[config.mk]
export PLATFORM = sky130hd
export DESIGN_NAME = axi_lite_arbiter
export DESIGN_NICKNAME = d
export VERILOG_FILES = /design/src/rtl/axi_lite_arbiter.sv
export SDC_FILE = /design/constraint.sdc
export NUM_CORES = 1
export LEC_CHECK = 0
export ABC_AREA = 1
export ABC_CLOCK_PERIOD_IN_PS = 2940
export BUFFER_PORTS_ARGS = -buffer_cell sky130_fd_sc_hd__buf_2
export CORE_AREA = 5 5 169 171
export CTS_CLUSTER_SIZE = 24
export DETAILED_ROUTE_END_ITERATION = 12
export DIE_AREA = 0 0 174 176
export PLACE_DENSITY_LB_ADDON = 0.25
export SYNTH_ARGS = -nofsm -noshare
export SYNTH_HDL_FRONTEND = slang
export SYNTH_SLANG_ARGS = --single-unit
[constraint.sdc]
create_clock -name clk -period 2.94 [get_ports clk]
set_input_delay 0.294 -clock clk [delete_from_list [all_inputs] [get_ports clk]]
set_output_delay 0.294 -clock clk [all_outputs]
set_load 0.005 [all_outputs]
[src/rtl/axi_lite_arbiter.sv]
// rtl/axi_lite_arbiter.sv - two-master, one-slave AXI4-Lite round-robin arbiter
// One whole transaction (address through response) is granted at a time.
module axi_lite_arbiter #(
  parameter int ADDR_WIDTH = 32,
  parameter int DATA_WIDTH = 32
) (
  input  logic                    clk,
  input  logic                    reset,
  input  logic [ADDR_WIDTH-1:0]   m0_araddr,
  input  logic                    m0_arvalid,
  output logic                    m0_arready,
  output logic [DATA_WIDTH-1:0]   m0_rdata,
  output logic [1:0]              m0_rresp,
  output logic                    m0_rvalid,
  input  logic                    m0_rready,
  input  logic [ADDR_WIDTH-1:0]   m0_awaddr,
  input  logic                    m0_awvalid,
  output logic                    m0_awready,
  input  logic [DATA_WIDTH-1:0]   m0_wdata,
  input  logic [DATA_WIDTH/8-1:0] m0_wstrb,
  input  logic                    m0_wvalid,
  output logic                    m0_wready,
  output logic [1:0]              m0_bresp,
  output logic                    m0_bvalid,
  input  logic                    m0_bready,
  input  logic [ADDR_WIDTH-1:0]   m1_araddr,
  input  logic                    m1_arvalid,
  output logic                    m1_arready,
  output logic [DATA_WIDTH-1:0]   m1_rdata,
  output logic [1:0]              m1_rresp,
  output logic                    m1_rvalid,
  input  logic                    m1_rready,
  input  logic [ADDR_WIDTH-1:0]   m1_awaddr,
  input  logic                    m1_awvalid,
  output logic                    m1_awready,
  input  logic [DATA_WIDTH-1:0]   m1_wdata,
  input  logic [DATA_WIDTH/8-1:0] m1_wstrb,
  input  logic                    m1_wvalid,
  output logic                    m1_wready,
  output logic [1:0]              m1_bresp,
  output logic                    m1_bvalid,
  input  logic                    m1_bready,
  output logic [ADDR_WIDTH-1:0]   s_araddr,
  output logic                    s_arvalid,
  input  logic                    s_arready,
  input  logic [DATA_WIDTH-1:0]   s_rdata,
  input  logic [1:0]              s_rresp,
  input  logic                    s_rvalid,
  output logic                    s_rready,
  output logic [ADDR_WIDTH-1:0]   s_awaddr,
  output logic                    s_awvalid,
  input  logic                    s_awready,
  output logic [DATA_WIDTH-1:0]   s_wdata,
  output logic [DATA_WIDTH/8-1:0] s_wstrb,
  output logic                    s_wvalid,
  input  logic                    s_wready,
  input  logic [1:0]              s_bresp,
  input  logic                    s_bvalid,
  output logic                    s_bready
);

  typedef enum logic [2:0] {IDLE, RD_ADDR, RD_RESP, WR_REQ, WR_RESP} state_t;

  state_t state, state_nxt;
  logic   grant, grant_nxt, last_grant;
  logic   aw_done, w_done, aw_done_nxt, w_done_nxt;
  logic   req0, req1, arb_take, aw_fin, w_fin;

  logic                    ar_rdy, r_vld, aw_rdy, w_rdy, b_vld;
  logic [DATA_WIDTH-1:0]   r_data;
  logic [1:0]              r_resp, b_resp;

  // Granted master's request side, selected once so the FSM is master-agnostic
  logic [ADDR_WIDTH-1:0]   g_araddr, g_awaddr;
  logic [DATA_WIDTH-1:0]   g_wdata;
  logic [DATA_WIDTH/8-1:0] g_wstrb;
  logic                    g_arvalid, g_awvalid, g_wvalid, g_rready, g_bready;

  assign g_araddr  = grant ? m1_araddr  : m0_araddr;
  assign g_arvalid = grant ? m1_arvalid : m0_arvalid;
  assign g_rready  = grant ? m1_rready  : m0_rready;
  assign g_awaddr  = grant ? m1_awaddr  : m0_awaddr;
  assign g_awvalid = grant ? m1_awvalid : m0_awvalid;
  assign g_wdata   = grant ? m1_wdata   : m0_wdata;
  assign g_wstrb   = grant ? m1_wstrb   : m0_wstrb;
  assign g_wvalid  = grant ? m1_wvalid  : m0_wvalid;
  assign g_bready  = grant ? m1_bready  : m0_bready;

  assign req0     = m0_arvalid | m0_awvalid;
  assign req1     = m1_arvalid | m1_awvalid;
  assign arb_take = (state == IDLE) && (req0 || req1);
  assign aw_fin   = aw_done | (g_awvalid & s_awready);
  assign w_fin    = w_done  | (g_wvalid  & s_wready);

  always_comb begin
    state_nxt   = state;
    grant_nxt   = grant;
    aw_done_nxt = aw_done;
    w_done_nxt  = w_done;
    s_araddr    = '0;
    s_arvalid   = 1'b0;
    s_rready    = 1'b0;
    s_awaddr    = '0;
    s_awvalid   = 1'b0;
    s_wdata     = '0;
    s_wstrb     = '0;
    s_wvalid    = 1'b0;
    s_bready    = 1'b0;
    ar_rdy      = 1'b0;
    r_vld       = 1'b0;
    r_data      = '0;
    r_resp      = 2'b00;
    aw_rdy      = 1'b0;
    w_rdy       = 1'b0;
    b_vld       = 1'b0;
    b_resp      = 2'b00;
    case (state)
      IDLE: begin
        if (req0 || req1) begin
          grant_nxt = (req0 && req1) ? ~last_grant : req1;
          state_nxt = (grant_nxt ? m1_arvalid : m0_arvalid) ? RD_ADDR : WR_REQ;
        end
      end
      RD_ADDR: begin
        s_araddr  = g_araddr;
        s_arvalid = g_arvalid;
        ar_rdy    = s_arready;
        if (g_arvalid && s_arready) state_nxt = RD_RESP;
      end
      RD_RESP: begin
        r_data   = s_rdata;
        r_resp   = s_rresp;
        r_vld    = s_rvalid;
        s_rready = g_rready;
        if (s_rvalid && g_rready) state_nxt = IDLE;
      end
      WR_REQ: begin
        // AW and W complete independently; a finished channel stops forwarding
        s_awaddr  = g_awaddr;
        s_awvalid = g_awvalid & ~aw_done;
        aw_rdy    = s_awready & ~aw_done;
        s_wdata   = g_wdata;
        s_wstrb   = g_wstrb;
        s_wvalid  = g_wvalid & ~w_done;
        w_rdy     = s_wready & ~w_done;
        if (aw_fin && w_fin) begin
          state_nxt   = WR_RESP;
          aw_done_nxt = 1'b0;
          w_done_nxt  = 1'b0;
        end else begin
          aw_done_nxt = aw_fin;
          w_done_nxt  = w_fin;
        end
      end
      WR_RESP: begin
        b_resp   = s_bresp;
        b_vld    = s_bvalid;
        s_bready = g_bready;
        if (s_bvalid && g_bready) state_nxt = IDLE;
      end
      default: state_nxt = IDLE;
    endcase
  end

  always_ff @(posedge clk or posedge reset) begin
    if (reset) begin
      state      <= IDLE;
      grant      <= 1'b0;
      last_grant <= 1'b1;
      aw_done    <= 1'b0;
      w_done     <= 1'b0;
    end else begin
      state   <= state_nxt;
      grant   <= grant_nxt;
      aw_done <= aw_done_nxt;
      w_done  <= w_done_nxt;
      if (arb_take) last_grant <= grant_nxt;
    end
  end

  // Non-granted master sees all-zero responses and readies
  assign m0_arready = ~grant & ar_rdy;
  assign m1_arready =  grant & ar_rdy;
  assign m0_rvalid  = ~grant & r_vld;
  assign m1_rvalid  =  grant & r_vld;
  assign m0_rdata   = grant ? '0 : r_data;
  assign m1_rdata   = grant ? r_data : '0;
  assign m0_rresp   = grant ? 2'b00 : r_resp;
  assign m1_rresp   = grant ? r_resp : 2'b00;
  assign m0_awready = ~grant & aw_rdy;
  assign m1_awready =  grant & aw_rdy;
  assign m0_wready  = ~grant & w_rdy;
  assign m1_wready  =  grant & w_rdy;
  assign m0_bvalid  = ~grant & b_vld;
  assign m1_bvalid  =  grant & b_vld;
  assign m0_bresp   = grant ? 2'b00 : b_resp;
  assign m1_bresp   = grant ? b_resp : 2'b00;

endmodule

==> out/summary.md <==
The run finished, with violations left. The checks that failed: hold timing. STA puts the critical path data arrival time at 2.03 ns. The first global-routing pass estimated 27.5 mm of wire. For this block, the via count after detailed routing is 5,526.

The number of buffer cells added on primary ports is 439, and the I/O pin count is 440. For the final database, setup skew stands at 0.00128 ns. The maximum frequency from static timing analysis is 0.431 GHz.

The tools report the routability congestion estimate as 0.799. STA classifies the critical path endpoint as an output port. Post-CTS timing repair inserted 0 buffers for setup. Primary flip-flop cell chosen by synthesis mapping: sky130_fd_sc_hd__dfrtp_1.

Critical path buffer and inverter count: 4. For the pin with the worst max-slew slack, the measured transition is 0.815 ns. The first detailed-routing pass took 4 iterations. The critical path is of the flip-flop to output port type. From left edge to right edge, the die measures 174 um. The initial cell density of the core is 0.117.

The average routed wire per standard cell is 12.6 um, and the core area is 26,700 um^2. Gates resized during post-CTS repair numbered 0. Of all nets on the critical path, the largest fanout is 52.

The synthesized netlist contains 19 unique library cells. The slowest cell on the critical path is sky130_fd_sc_hd__inv_2. Compared with the post-synthesis result, the final layout area differs by 80.7%. The overall routing resource usage is 0.108, and the number of sinks handled by clock tree synthesis is 7.

Clock-pin slew was measured on the worst setup and hold paths at 0.04 ns. The power density of the placed cells was 621 nW/um^2. The net count of the finished layout is 1,359.

In the post-synthesis netlist, the cell with the most instances is sky130_fd_sc_hd__nand2_1. At the later pin of the worst-skew pair, clock insertion delay measures 0.23 ns. The run gives 3 as the number of buffers created by CTS. The fraction of final layout cells with drive strength greater than 1 works out to 0.423.

The minimum period implied by the final worst setup slack came out at 2.32 ns. The most critical setup path has its endpoint at m0_rdata[11]. Ranked by instance count, the synthesized netlist is headed by sky130_fd_sc_hd__nand2_1 (379), sky130_fd_sc_hd__inv_1 (116), sky130_fd_sc_hd__nor3_1 (80).

In this run the register-to-register setup slack is 1.10 ns. The run gives 6 as the final hold violation count. Final routed wirelength across all metal layers: 18.3 mm. The cell depth of the worst setup path was 6; the largest stage delay on the critical path was 0.60 ns. The relative slew slack was 0.456; the number of cell instances on the worst register-to-register path was 11. STA classifies the critical path startpoint as a flip-flop. The synthesized design contains 7 register bits.

The number of max-capacitance violations reported came out at 0. In this run the mean area of a mapped cell was 4.43 um^2. The number of flops mapped to enable cells by yosys is 0, and the synthesized net count is 956. For the hold slack, the log shows -0.00641 ns. The startpoint of the worst-slack reg-to-reg timing path is grant. The critical path goes through inv_1, nor3_2, inv_2, buf_4, nor3_1, buf_2. For this design, the CTS-stage hold fixing added 0 buffers.

The share of synthesized flip-flops with an asynchronous set or reset was 1.00. TritonCTS built the clock tree. The die covers 30,600 um^2. Biggest area consumer among synthesized cells: sky130_fd_sc_hd__nand2_1. The tools report the number of antenna violations at the first check in global routing as 3. The synthesized netlist occupies a cell area of 3120 um^2. Detailed placement ended at an HPWL of 15.4 mm. In this run, the number of DRC markers left after iteration 0 of detailed routing was 144.

Number of max-slew violations in the final report: 0. The sequential fraction of the synthesis area was 0.0566. VDD sags by at most 0.000371 V. The logs give 0.00350 W for the final total power and 92 for the pin count of the biggest net entering global routing. The endpoint identified for the worst register-to-register timing path is state[0]. The clock passes through at most 2 buffers. Dividing the detail-routed via count by the number of cells gives 3.82.

The number of DRC violations after detailed routing is 0. The detail route stage leaves a number of antenna-violating nets equal to 0. The tools report the remaining global-route overflow as 0. Ranked by total cell area, the synthesized netlist is headed by sky130_fd_sc_hd__nand2_1 (46%), sky130_fd_sc_hd__inv_1 (14%), sky130_fd_sc_hd__nor3_1 (13%). The path category of the worst min-delay check is primary input to asynchronous set/reset pin.

CTS placed an instance of sky130_fd_sc_hd__clkbuf_16 at the clock tree root. Proportion of netlist area held by the largest area contributor: 0.457. The logs give 0 for the final number of setup-violating endpoints and 0 for the count of warnings emitted by yosys. The run gives 0.211 as the post-layout utilization of the core. In this run the vertical extent of the chip is 176 um. Final cycle utilization of the critical path: 0.790. The critical path starts at state[1].

The via count of the first global-routing pass is 5,292. Setup repair after global routing left no endpoint under its margin. Data on the critical path is required at its endpoint by 2.65 ns. Row generation in the floorplan step produced 60 rows. The cell count after synthesis came out at 703.

The tools report the sum of negative setup slack as 0 ns. The leakage dissipation was 4.21 nW. For the CTS H-tree depth, the log shows 1. Grouping stages by cell kind, the critical path spends the most delay in buffers and inverters.
==> per-stage QoR <==
stage          cells  area (um^2)  setup WS [ns]  hold WS (ns)
5_1_grt         1446         5630          0.440        0.0272
2_1_floorplan    703         3120           1.54        0.0967
3_3_place_gp    1442         5550          0.911         0.254
4_1_cts         1446         5630          0.632       0.00642
6_report        1447         5630          0.618      -0.00641
3_5_place_dp    1442         5550          0.880         0.251
==> final cells by class <==
| type | instances | area (um^2) |
|---|---|---|
| repair buffers | 447 | 2320 |
| well taps | 341 | 427 |
| flip-flops and latches | 7 | 180 |
| diodes | 1 | 2.50 |
| clock buffers | 4 | 78.8 |
| multi-input cells | 522 | 2150 |
| inverters | 125 | 472 |
| fillers | 3180 | 21100 |
==> flip-flops by register name, summed over array words and instances (netlist names) <==
signal and flops:
last_grant 1, state 3, grant 1, aw_done 1, w_done 1
==> power breakdown <==
group | total [W] | internal, W | switching [W]
combinational | 0.00307 | 0.00110 | 0.00197
clock | 0.000232 | 0.000180 | 0.0000511
sequential | 0.000198 | 0.000147 | 0.0000503
total | 0.00350 | 0.00143 | 0.00207
==> worst reg2reg max path, delay by kind of cell, from the launching register on <==
family | cells | cell delay [ns]
simple gates | 8 | 0.57
flops | 1 | 0.50
buf+inv | 3 | 0.66
==> kinds of logic after synthesis <==
kind of cell / synth area share
flops: 0.0566
buf+inv: 0.253
compound gates: 0.0627
simple gates: 0.628
==> how the worst min path moves through the flow <==
stage                     startpoint       to  slack (ns)  depth (start not counted)
after floorplan                reset  aw_done         0.1                          1
after global placement         reset  aw_done        0.25                          2
after detailed placement       reset  aw_done        0.25                          2
after CTS                      reset  aw_done       0.006                          2
after global routing           reset  aw_done        0.03                          2
final                          reset  aw_done      -0.006                          2
==> layer usage <==
metal	routed length (um)	GRT usage	up-vias	part of all wire
met5	20	0	-	0.0011
met4	243	0.0165	2	0.013
met3	1860	0.0338	20	0.10
met2	8970	0.202	297	0.49
met1	7210	0.122	2331	0.39
li1	-	-	2876	-
==> cell usage in the layout, fill, tap and decap left out <==
master,n
sky130_fd_sc_hd__a21oi_1,35
sky130_fd_sc_hd__and2_1,2
sky130_fd_sc_hd__buf_12,5
sky130_fd_sc_hd__buf_2,439
sky130_fd_sc_hd__buf_4,3
sky130_fd_sc_hd__clkbuf_1,1
sky130_fd_sc_hd__clkbuf_16,3
sky130_fd_sc_hd__dfrtp_1,5
sky130_fd_sc_hd__dfrtp_4,1
sky130_fd_sc_hd__dfstp_2,1
sky130_fd_sc_hd__diode_2,1
sky130_fd_sc_hd__inv_1,116
sky130_fd_sc_hd__inv_2,8
sky130_fd_sc_hd__inv_4,1
sky130_fd_sc_hd__nand2_1,379
sky130_fd_sc_hd__nand2_2,1
sky130_fd_sc_hd__nand3_1,6
sky130_fd_sc_hd__nand3_4,1
sky130_fd_sc_hd__nor2_1,10
sky130_fd_sc_hd__nor2_2,3
sky130_fd_sc_hd__nor3_1,80
sky130_fd_sc_hd__nor3_2,1
sky130_fd_sc_hd__o21ai_0,4
No activity file was read; power rests on OpenSTA's default activity.
